<file path="config.mk">
export PLATFORM = sky130hd
export DESIGN_NAME = regalu_pipe
export DESIGN_NICKNAME = d
export VERILOG_FILES = /design/src/rtl/regalu_pipe.sv
export SDC_FILE = /design/constraint.sdc
export NUM_CORES = 2
export LEC_CHECK = 0
export CAP_MARGIN = 20
export CORE_ASPECT_RATIO = 0.75
export CORE_MARGIN = 4
export CORE_UTILIZATION = 60
export CTS_BUF_LIST = sky130_fd_sc_hd__clkbuf_16
export DETAILED_ROUTE_END_ITERATION = 16
export PLACE_DENSITY_LB_ADDON = 0.08
export SKIP_CTS_REPAIR_TIMING = 1
export SLEW_MARGIN = 20
export SYNTH_ARGS = -nofsm -noshare
export SYNTH_HDL_FRONTEND = slang
export SYNTH_SLANG_ARGS = --single-unit
</file>
<file path="constraint.sdc">
create_clock -name clk -period 5.64 [get_ports clk]
set_input_delay 0.564 -clock clk [delete_from_list [all_inputs] [get_ports clk]]
set_output_delay 0.564 -clock clk [all_outputs]
set_load 0.02 [all_outputs]
</file>
<file path="src/rtl/regalu_pipe.sv">
// ============================================================================
//  Module      : regalu_pipe
//  Description : Three-stage (ID/EX/WB) R-type ALU with internal register
//                file and valid/ready input handshake. Define
//                REGALU_FORWARDING_EN to build the EX/WB bypass network;
//                otherwise RAW hazards stall the input.
//  Revision    : 1.0 - initial release
// ============================================================================
`default_nettype none

module regalu_pipe #(
    parameter int DATA_W   = 32,
    parameter int NUM_REGS = 32
) (
    input  logic              clk,
    input  logic              rst,
    input  logic              in_valid,
    output logic              in_ready,
    input  logic [31:0]       in_instr,
    output logic              out_valid,
    output logic              out_wen,
    output logic [4:0]        out_rd,
    output logic [DATA_W-1:0] out_result,
    output logic              out_ovf,
    input  logic [4:0]        dbg_raddr,
    output logic [DATA_W-1:0] dbg_rdata
);

    localparam logic [3:0] c_OP_NOP = 4'd0;
    localparam logic [3:0] c_OP_ADD = 4'd1;
    localparam logic [3:0] c_OP_SUB = 4'd2;
    localparam logic [3:0] c_OP_AND = 4'd3;
    localparam logic [3:0] c_OP_OR  = 4'd4;
    localparam logic [3:0] c_OP_XOR = 4'd5;
    localparam logic [3:0] c_OP_NOR = 4'd6;
    localparam logic [3:0] c_OP_SLT = 4'd7;
    localparam logic [3:0] c_OP_SLL = 4'd8;
    localparam logic [3:0] c_OP_SRL = 4'd9;

    localparam logic [5:0] c_NUM_REGS = 6'(NUM_REGS);
    localparam logic [6:0] c_SH_LIMIT = 7'(DATA_W);
    localparam int         c_MSB      = DATA_W - 1;

    // Sized for the full 5-bit address space; entries at or above NUM_REGS stay zero
    logic [DATA_W-1:0] r_regs [0:31];

    logic [5:0]        w_opcode;
    logic [4:0]        w_rs;
    logic [4:0]        w_rt;
    logic [4:0]        w_rd;
    logic [4:0]        w_shamt;
    logic [5:0]        w_funct;
    logic [3:0]        w_op;
    logic              w_rd_ok;
    logic              w_stall;
    logic              w_accept;
    logic [DATA_W-1:0] w_rf_a;
    logic [DATA_W-1:0] w_rf_b;
    logic [DATA_W-1:0] w_op_a;
    logic [DATA_W-1:0] w_op_b;

    logic              r_ex_valid;
    logic              r_ex_wen;
    logic [4:0]        r_ex_rd;
    logic [3:0]        r_ex_op;
    logic [DATA_W-1:0] r_ex_a;
    logic [DATA_W-1:0] r_ex_b;
    logic [4:0]        r_ex_shamt;

    logic [DATA_W-1:0] w_sum;
    logic [DATA_W-1:0] w_diff;
    logic              w_sh_ok;
    logic [DATA_W-1:0] w_ex_result;
    logic              w_ex_ovf;

    logic              r_wb_valid;
    logic              r_wb_wen;
    logic [4:0]        r_wb_rd;
    logic [DATA_W-1:0] r_wb_result;
    logic              r_wb_ovf;

    function automatic logic [DATA_W-1:0] f_rf_read(input logic [4:0] addr);
        if ((addr != 5'd0) && ({1'b0, addr} < c_NUM_REGS)) begin
            return r_regs[addr];
        end
        return '0;
    endfunction

    // ---------------------------------------------------------------- ID stage
    assign w_opcode = in_instr[31:26];
    assign w_rs     = in_instr[25:21];
    assign w_rt     = in_instr[20:16];
    assign w_rd     = in_instr[15:11];
    assign w_shamt  = in_instr[10:6];
    assign w_funct  = in_instr[5:0];

    always_comb begin
        w_op = c_OP_NOP;
        if (w_opcode == 6'd0) begin
            case (w_funct)
                6'h20:   w_op = c_OP_ADD;
                6'h22:   w_op = c_OP_SUB;
                6'h24:   w_op = c_OP_AND;
                6'h25:   w_op = c_OP_OR;
                6'h26:   w_op = c_OP_XOR;
                6'h27:   w_op = c_OP_NOR;
                6'h2A:   w_op = c_OP_SLT;
                6'h00:   w_op = c_OP_SLL;
                6'h02:   w_op = c_OP_SRL;
                default: w_op = c_OP_NOP;
            endcase
        end
    end

    assign w_rd_ok = (w_rd != 5'd0) && ({1'b0, w_rd} < c_NUM_REGS);
    assign w_rf_a  = f_rf_read(w_rs);
    assign w_rf_b  = f_rf_read(w_rt);

`ifdef REGALU_FORWARDING_EN
    // A writing producer always has a nonzero rd, so matching r0 is impossible
    always_comb begin
        w_op_a = w_rf_a;
        w_op_b = w_rf_b;
        if (r_wb_wen && (r_wb_rd == w_rs)) w_op_a = r_wb_result;
        if (r_wb_wen && (r_wb_rd == w_rt)) w_op_b = r_wb_result;
        if (r_ex_wen && (r_ex_rd == w_rs)) w_op_a = w_ex_result;
        if (r_ex_wen && (r_ex_rd == w_rt)) w_op_b = w_ex_result;
    end
    assign w_stall = 1'b0;
`else
    assign w_op_a  = w_rf_a;
    assign w_op_b  = w_rf_b;
    assign w_stall = in_valid &&
                     ((r_ex_wen && ((r_ex_rd == w_rs) || (r_ex_rd == w_rt))) ||
                      (r_wb_wen && ((r_wb_rd == w_rs) || (r_wb_rd == w_rt))));
`endif

    assign in_ready = !rst && !w_stall;
    assign w_accept = in_valid && in_ready;

    always_ff @(posedge clk) begin
        if (rst) begin
            r_ex_valid <= 1'b0;
            r_ex_wen   <= 1'b0;
            r_ex_rd    <= 5'd0;
            r_ex_op    <= c_OP_NOP;
            r_ex_a     <= '0;
            r_ex_b     <= '0;
            r_ex_shamt <= 5'd0;
        end else begin
            r_ex_valid <= w_accept;
            r_ex_wen   <= w_accept && (w_op != c_OP_NOP) && w_rd_ok;
            r_ex_rd    <= w_rd;
            r_ex_op    <= w_op;
            r_ex_a     <= w_op_a;
            r_ex_b     <= w_op_b;
            r_ex_shamt <= w_shamt;
        end
    end

    // ---------------------------------------------------------------- EX stage
    assign w_sum   = r_ex_a + r_ex_b;
    assign w_diff  = r_ex_a - r_ex_b;
    assign w_sh_ok = {2'b00, r_ex_shamt} < c_SH_LIMIT;

    always_comb begin
        w_ex_result = '0;
        w_ex_ovf    = 1'b0;
        case (r_ex_op)
            c_OP_ADD: begin
                w_ex_result = w_sum;
                w_ex_ovf    = (r_ex_a[c_MSB] == r_ex_b[c_MSB]) && (w_sum[c_MSB] != r_ex_a[c_MSB]);
            end
            c_OP_SUB: begin
                w_ex_result = w_diff;
                w_ex_ovf    = (r_ex_a[c_MSB] != r_ex_b[c_MSB]) && (w_diff[c_MSB] != r_ex_a[c_MSB]);
            end
            c_OP_AND: w_ex_result = r_ex_a & r_ex_b;
            c_OP_OR:  w_ex_result = r_ex_a | r_ex_b;
            c_OP_XOR: w_ex_result = r_ex_a ^ r_ex_b;
            c_OP_NOR: w_ex_result = ~(r_ex_a | r_ex_b);
            c_OP_SLT: w_ex_result = {{(DATA_W-1){1'b0}}, ($signed(r_ex_a) < $signed(r_ex_b))};
            c_OP_SLL: w_ex_result = w_sh_ok ? (r_ex_b << r_ex_shamt) : '0;
            c_OP_SRL: w_ex_result = w_sh_ok ? (r_ex_b >> r_ex_shamt) : '0;
            default:  w_ex_result = '0;
        endcase
    end

    always_ff @(posedge clk) begin
        if (rst) begin
            r_wb_valid  <= 1'b0;
            r_wb_wen    <= 1'b0;
            r_wb_rd     <= 5'd0;
            r_wb_result <= '0;
            r_wb_ovf    <= 1'b0;
        end else begin
            r_wb_valid  <= r_ex_valid;
            r_wb_wen    <= r_ex_wen;
            r_wb_rd     <= r_ex_rd;
            r_wb_result <= w_ex_result;
            r_wb_ovf    <= w_ex_ovf;
        end
    end

    // ---------------------------------------------------------------- WB stage
    always_ff @(posedge clk) begin
        if (rst) begin
            for (int i = 0; i < 32; i++) begin
                r_regs[i] <= '0;
            end
        end else if (r_wb_wen) begin
            r_regs[r_wb_rd] <= r_wb_result;
        end
    end

    assign out_valid  = r_wb_valid;
    assign out_wen    = r_wb_wen;
    assign out_rd     = r_wb_rd;
    assign out_result = r_wb_result;
    assign out_ovf    = r_wb_ovf;
    assign dbg_rdata  = f_rf_read(dbg_raddr);

endmodule

`default_nettype wire

</file>
# Word level (Yosys, flattened, before mapping)
# Memory sizes are Yosys's and may differ from the RTL's. A register that Yosys moved wholly into a read port is not among the register bits.
# Index checks and enable logic that the tools add are counted.
[classes]
n_bitwise = 6
n_reduce_logical = 24
shift = 2
muxes = 17
magnitude_cmp = 1
n_addsub = 2
eq_ne = 25
[ops]
columns = ["cell", "count"]
rows = [
  ["$pmux 32 s9", 1],
  ["$mux 32", 3],
  ["$eq 6x6->1 const B", 7],
  ["$pmux 4 s9", 1],
  ["$add 32x32->32", 1],
  ["$and 32x32->32", 1],
  ["$lt 32x32->1", 1],
  ["$not 32->32", 1],
  ["$or 32x32->32", 1],
  ["$reduce_or 32->1", 1],
  ["$shl 32x5->32", 1],
  ["$shr 32x5->32", 1],
  ["$sub 32x32->32", 1],
  ["$xor 32x32->32", 1],
  ["$eq 5x5->1", 4],
  ["$reduce_bool 5->1", 4],
  ["$eq 4x3->1 const B", 4],
  ["$logic_not 6->1", 2],
  ["$logic_and 1x1->1", 9],
  ["$mux 1", 9],
  ["$eq 4x2->1 const B", 2],
  ["$eq 4x4->1 const B", 2],
  ["$eq 6x2->1 const B", 1],
  ["$mux 5", 1],
  ["10 further kinds", 17],
]
[word_totals]
mem_bits_rw = 1024
in_bits = 40
output_inout_bits = 73
word_cells = 88
ff_bits = 56
n_memories = 1
[mem_list]
columns = ["name", "words", "word_bits", "rd", "rd_clocked_by_memory_dff", "write_ports", "line", "source"]
rows = [
  ["r_regs", 32, 32, 3, 2, 32, "45", "logic [DATA_W-1:0] r_regs [0:31];"],
]

# Logic depth before layout (Yosys ltp)
[logic_depth]
ltp_word = 10
depth_mapped = 13
mapped_depth_nobuf = 13

# Least setup slack after synthesis
# No wires, ideal clock.
[synth_path]
kind = "input-to-reg"
from = "in rst"
to = "mem r_regs[24][0], enable pin"
slack_ps = 1473
arrival_time_ps = 3701
t_required_ps = 5174
path_stages = 6
setup_time_ps = 466
n_path_buf = 2
path_cell_list = "clkinv_1 > nand2_1 > or3_1 > clkbuf_1 > clkbuf_1 > o21ai_0"
[synth_rtl]
columns = ["element", "line", "source"]
rows = [
  ["start: declaration", "16", "input logic rst,"],
  ["end: declaration", "45", ""],
]

# Final worst setup path
[layout_path]
from = "in dbg_raddr[0]"
to = "out dbg_rdata[1]"
[layout_via]
elab_chain_len = 3
elab_cells_between_ends = 5
cone_classes = "3 x mux; 1 x reduce/logical; 1 x memory"
[layout_lines]
columns = ["element", "line", "source"]
rows = [
  ["start: declaration", "25", "input logic [4:0] dbg_raddr,"],
  ["$mem_v2 32x32 or $reduce_bool 5->1 (tied branches)", "--", ""],
  ["$mux 32 or $mux 1 (tied branches)", "83", "if ((addr != 5'd0) && ({1'b0, addr} < c_NUM_REGS)) begin"],
  ["$mux 32 *", "86", "return '0;"],
  ["end: declaration", "26", "output logic [DATA_W-1:0] dbg_rdata"],
]
# Every way passes the cells marked *; elsewhere a longest branch is shown, timed or not. The select of a mux whose other input is x is not followed.

==> results.toml <==
[power_and_ir_drop]
internal-power_mw = 15.4
combinationalPowerShare = 0.177
power.share.sequential = 0.453
vdd_drop_max_uv = 271
powerDensity_nw_per_um2 = 263
p_switching_mw = 6.27
clkPwrFrac = 0.370
p_leak_nw = 29.7
p_sw_frac = 0.289

[sta]
finalCritPeriodShare = 0.809
hold_viol_final = 0
max_clock_freq_ghz = 0.219
grt_setup_unrepaired = "no"
tightestPinTransition_ns = 1.34
drv_slew = 0
setup_viol = 0
period_minus_slack_ns = 4.56
holdWs_ns = 0.353
max_slew_margin = 0.0990
final.setup.tns_ns = 0
clock-skew-final_ns = 0.0308

[synthesis]
synth_edf_count = 1024
syn_area_sq_um = 75000
syn_area_per_cell_sq_um = 12.1
synthDistinctLibCells = 92
syn_inst = 6176
syn_nets = 6314
synth_seq_cells = 1144
yosys_warnings = 0
async_flop_share = 0
synth.yosys.seq_area_share = 0.442
synth_flop_cell = "edfxtp_1"
synth_top_area_frac = 0.410
synthTopCellsByArea = "edfxtp_1, mux4_2, and2_1, mux2i_1, dfxtp_1"
yosys.area.top_type = "edfxtp_1"

[worst_setup_path]
worstPathArrival_ns = 4.00
critPathRequiredTime_ns = 5.08
slowest_stage = "buf_8"
crit_path_end_kind = "output port"
cp_slowest_stage_delay_ns = 0.63
critPathKind = "in -> out"
crit_path_cell_trace = "buf_8 > buf_4 > mux4_2 > mux4_2 > mux2i_1 > nor2_1 > clkdlybuf4s50_1"
cp_max_fo = 71
cp_common_cell = "mux4_2"
start_kind = "primary input"
worst-path-buf-inv = 3
crit_family = "buffers and inverters"

[detailed_routing]
vias_per_cell = 7.70
routed_wl_um = 306000
drt_pass1_iterations = 7
vias = 59700
drt_drc_violations_left = 0
drtAntennaViolNets = 0
drt-wirelength-per-cell_um = 39.4
drt_iter0_drc = 11500

[floorplan]
die_height_um = 314
fp.dieW_um = 416
coreArea_sq_um = 124000
pin_count = 113
initial_core_util = 0.604
dieArea_sq_um = 131000
row_count = 112

[clock_tree]
clock_path_buffers = 3
clk_latency_ns = 0.77
clk_pin_slew_ns = 0.07
cts.sinks = 1144
cts_tree = "yes"
clockRootBuffer = "clkbuf_16"
cts_buffers = 115
cts_htree_levels = 3

[global_route]
grt.overflow.total = 0
grtUsageTotal = 0.462
grt_pass1_vias = 56800
grt_pass1_wl_um = 426000
grt_max_degree = 91
antenna_found_initial = 21

[cells_and_area]
layout.nets = 6130
fill_cells = 9111
area_growth_pct = 9.77
drive_gt1_frac = 0.213

[placed_design]
place_congestion = 1.04
port-buffer-count = 112
hpwlAfterDp_um = 191000

[min_path]
hold_class = "in -> reg"

[status]
status = "finished, final reports clean"

[flow_run]
maxCapViolations = 0
## cells by family (layout without fill, tap and decap cells)
logic type | count (synthesis) | after routing | share of synthesized area
AO/OA/AOI/OAI | 1220 | 1220 | 0.101
flip-flops | 1144 | 1144 | 0.442
multiplexers | 1231 | 1231 | 0.270
AND/OR/NAND/NOR | 1726 | 1726 | 0.128
buffers and inverters | 725 | 636 | 0.0394
XOR/XNOR | 32 | 32 | 0.00373
other | 0 | 19 | 0
adder cells (fa/ha/maj) | 98 | 98 | 0.0165
## per-layer routing
layer  GRT usage  wire length [um]  vias up
li1            -                 -    23400
met1       0.638            110000    29200
met2       0.593            118000     5994
met3       0.218             56400     1075
met4       0.260             20700       10
met5      0.0111               254        -
## area by class of cell
class / count / area [sq um] / area share
Antenna cell: 19 / 47.5 / 0.000577
Clock inverter: 92 / 822 / 0.00998
Inverter: 99 / 373 / 0.00453
Sequential cell: 1144 / 33200 / 0.403
Tap cell: 1653 / 2070 / 0.0251
Timing Repair Buffer: 325 / 3240 / 0.0393
Multi-Input combinational cell: 4307 / 39600 / 0.481
Clock buffer: 120 / 3000 / 0.0365
## power groups by stage
stage / clock network [mW] / logic, mW / registers, mW
final: 8.02 / 3.84 / 9.83
after global routing: 8.38 / 3.94 / 9.84
after CTS: 8.02 / 3.66 / 9.80
after detailed placement: 0 / 3.65 / 9.98
after global placement: 0 / 3.63 / 9.96
after floorplan: 0 / 2.40 / 9.87
## sequential cells by signal, indices dropped and copies added (netlist names), 4 cells and up
| name | flops |
|---|---|
| out_result | 32 |
| out_rd | 5 |
| r_ex_shamt | 5 |
| r_ex_b | 32 |
| r_ex_op | 4 |
| r_ex_rd | 5 |
| r_ex_a | 32 |
| r_regs | 1024 |
## worst register-to-register path, delay by kind of cell (launching register included)
family | cells | cell delay [ns]
AOI/OAI and AO/OA | 6 | 1.78
and+or+nand+nor | 3 | 0.46
DFF | 1 | 0.55
buffers and inverters | 2 | 0.34
adders and majority gates | 2 | 1.08
## synth_stat cells (5+ instances only)
master and count:
a211oi_1 11, o41ai_1 7, mux2_2 137, edfxtp_1 1024
a221oi_1 32, and3_1 6, nand2_1 123, or2_2 5
clkbuf_8 8, nor2_1 313, o221ai_1 135, nor2b_1 30
nand3b_1 6, mux4_2 618, dfxtp_1 120, buf_2 61
buf_1 87, o21ai_0 275, mux2i_1 476, clkbuf_1 460
nand3_1 28, a21oi_1 442, a221o_1 18, o22ai_1 144
a22o_1 5, o21bai_1 14, a22oi_1 7, or3_1 10
nand2b_1 19, nor4_1 13, nand4_1 9, xnor2_1 22
o31ai_1 15, ha_1 96, a31oi_1 19, xor2_1 10
nor3_1 107, o311ai_0 7, and2_1 1031, or4_1 7
inv_1 97, a21o_1 17, o211ai_1 13
## metrics by stage
stage               worst slack [ns]  utilization  cells  instance area [sq um]  total power, mW
global route                   0.914        0.663   7751                  82300             22.2
floorplan                       1.47            -   6176                  75000             12.3
global placement                1.16        0.630   7524                  78400             13.6
CTS                             1.13        0.661   7737                  82200             21.5
detailed placement              1.12        0.631   7525                  78400             13.6
finish                          1.08        0.663   7759                  82400             21.7
## worst paths after layout
check                              from                        end  slack [ns]  depth (start not counted)
setup / recovery           dbg_raddr[0]               dbg_rdata[1]        1.08                          7
hold / removal              in_instr[6]   r_ex_shamt[0]$_SDFF_PP0_        0.35                          2
setup reg to reg   r_ex_b[0]$_SDFF_PP0_  out_result[22]$_SDFF_PP0_        1.27                         13
hold reg to reg   r_ex_valid$_SDFF_PP0_       out_valid$_SDFF_PP0_        0.45                          1
## placed cells by master, fill, tap and decap left out, types with 18 or more instances in the layout
| cell type | synthesis | final |
|---|---|---|
| a31oi_1 | 19 | 19 |
| edfxtp_1 | 1024 | 1024 |
| mux2_2 | 137 | 137 |
| nor2_4 | 0 | 33 |
| nor2b_1 | 30 | 28 |
| clkinv_2 | 0 | 24 |
| mux2i_1 | 476 | 476 |
| nand3_1 | 28 | 27 |
| nor3_1 | 107 | 103 |
| dfxtp_1 | 120 | 103 |
| clkdlybuf4s50_1 | 0 | 97 |
| o21ai_0 | 275 | 242 |
| clkbuf_16 | 0 | 120 |
| a221o_1 | 18 | 18 |
| a21oi_1 | 442 | 442 |
| a221oi_1 | 32 | 32 |
| nor2_1 | 313 | 280 |
| mux4_2 | 618 | 618 |
| buf_12 | 0 | 34 |
| buf_4 | 4 | 181 |
| xnor2_1 | 22 | 22 |
| diode_2 | 0 | 19 |
| ha_1 | 96 | 96 |
| and2_1 | 1031 | 1031 |
| o21ai_4 | 0 | 32 |
| o221ai_1 | 135 | 135 |
| nand2_1 | 123 | 123 |
| o22ai_1 | 144 | 144 |
| inv_1 | 97 | 109 |
(Power assumes the default switching activity.)
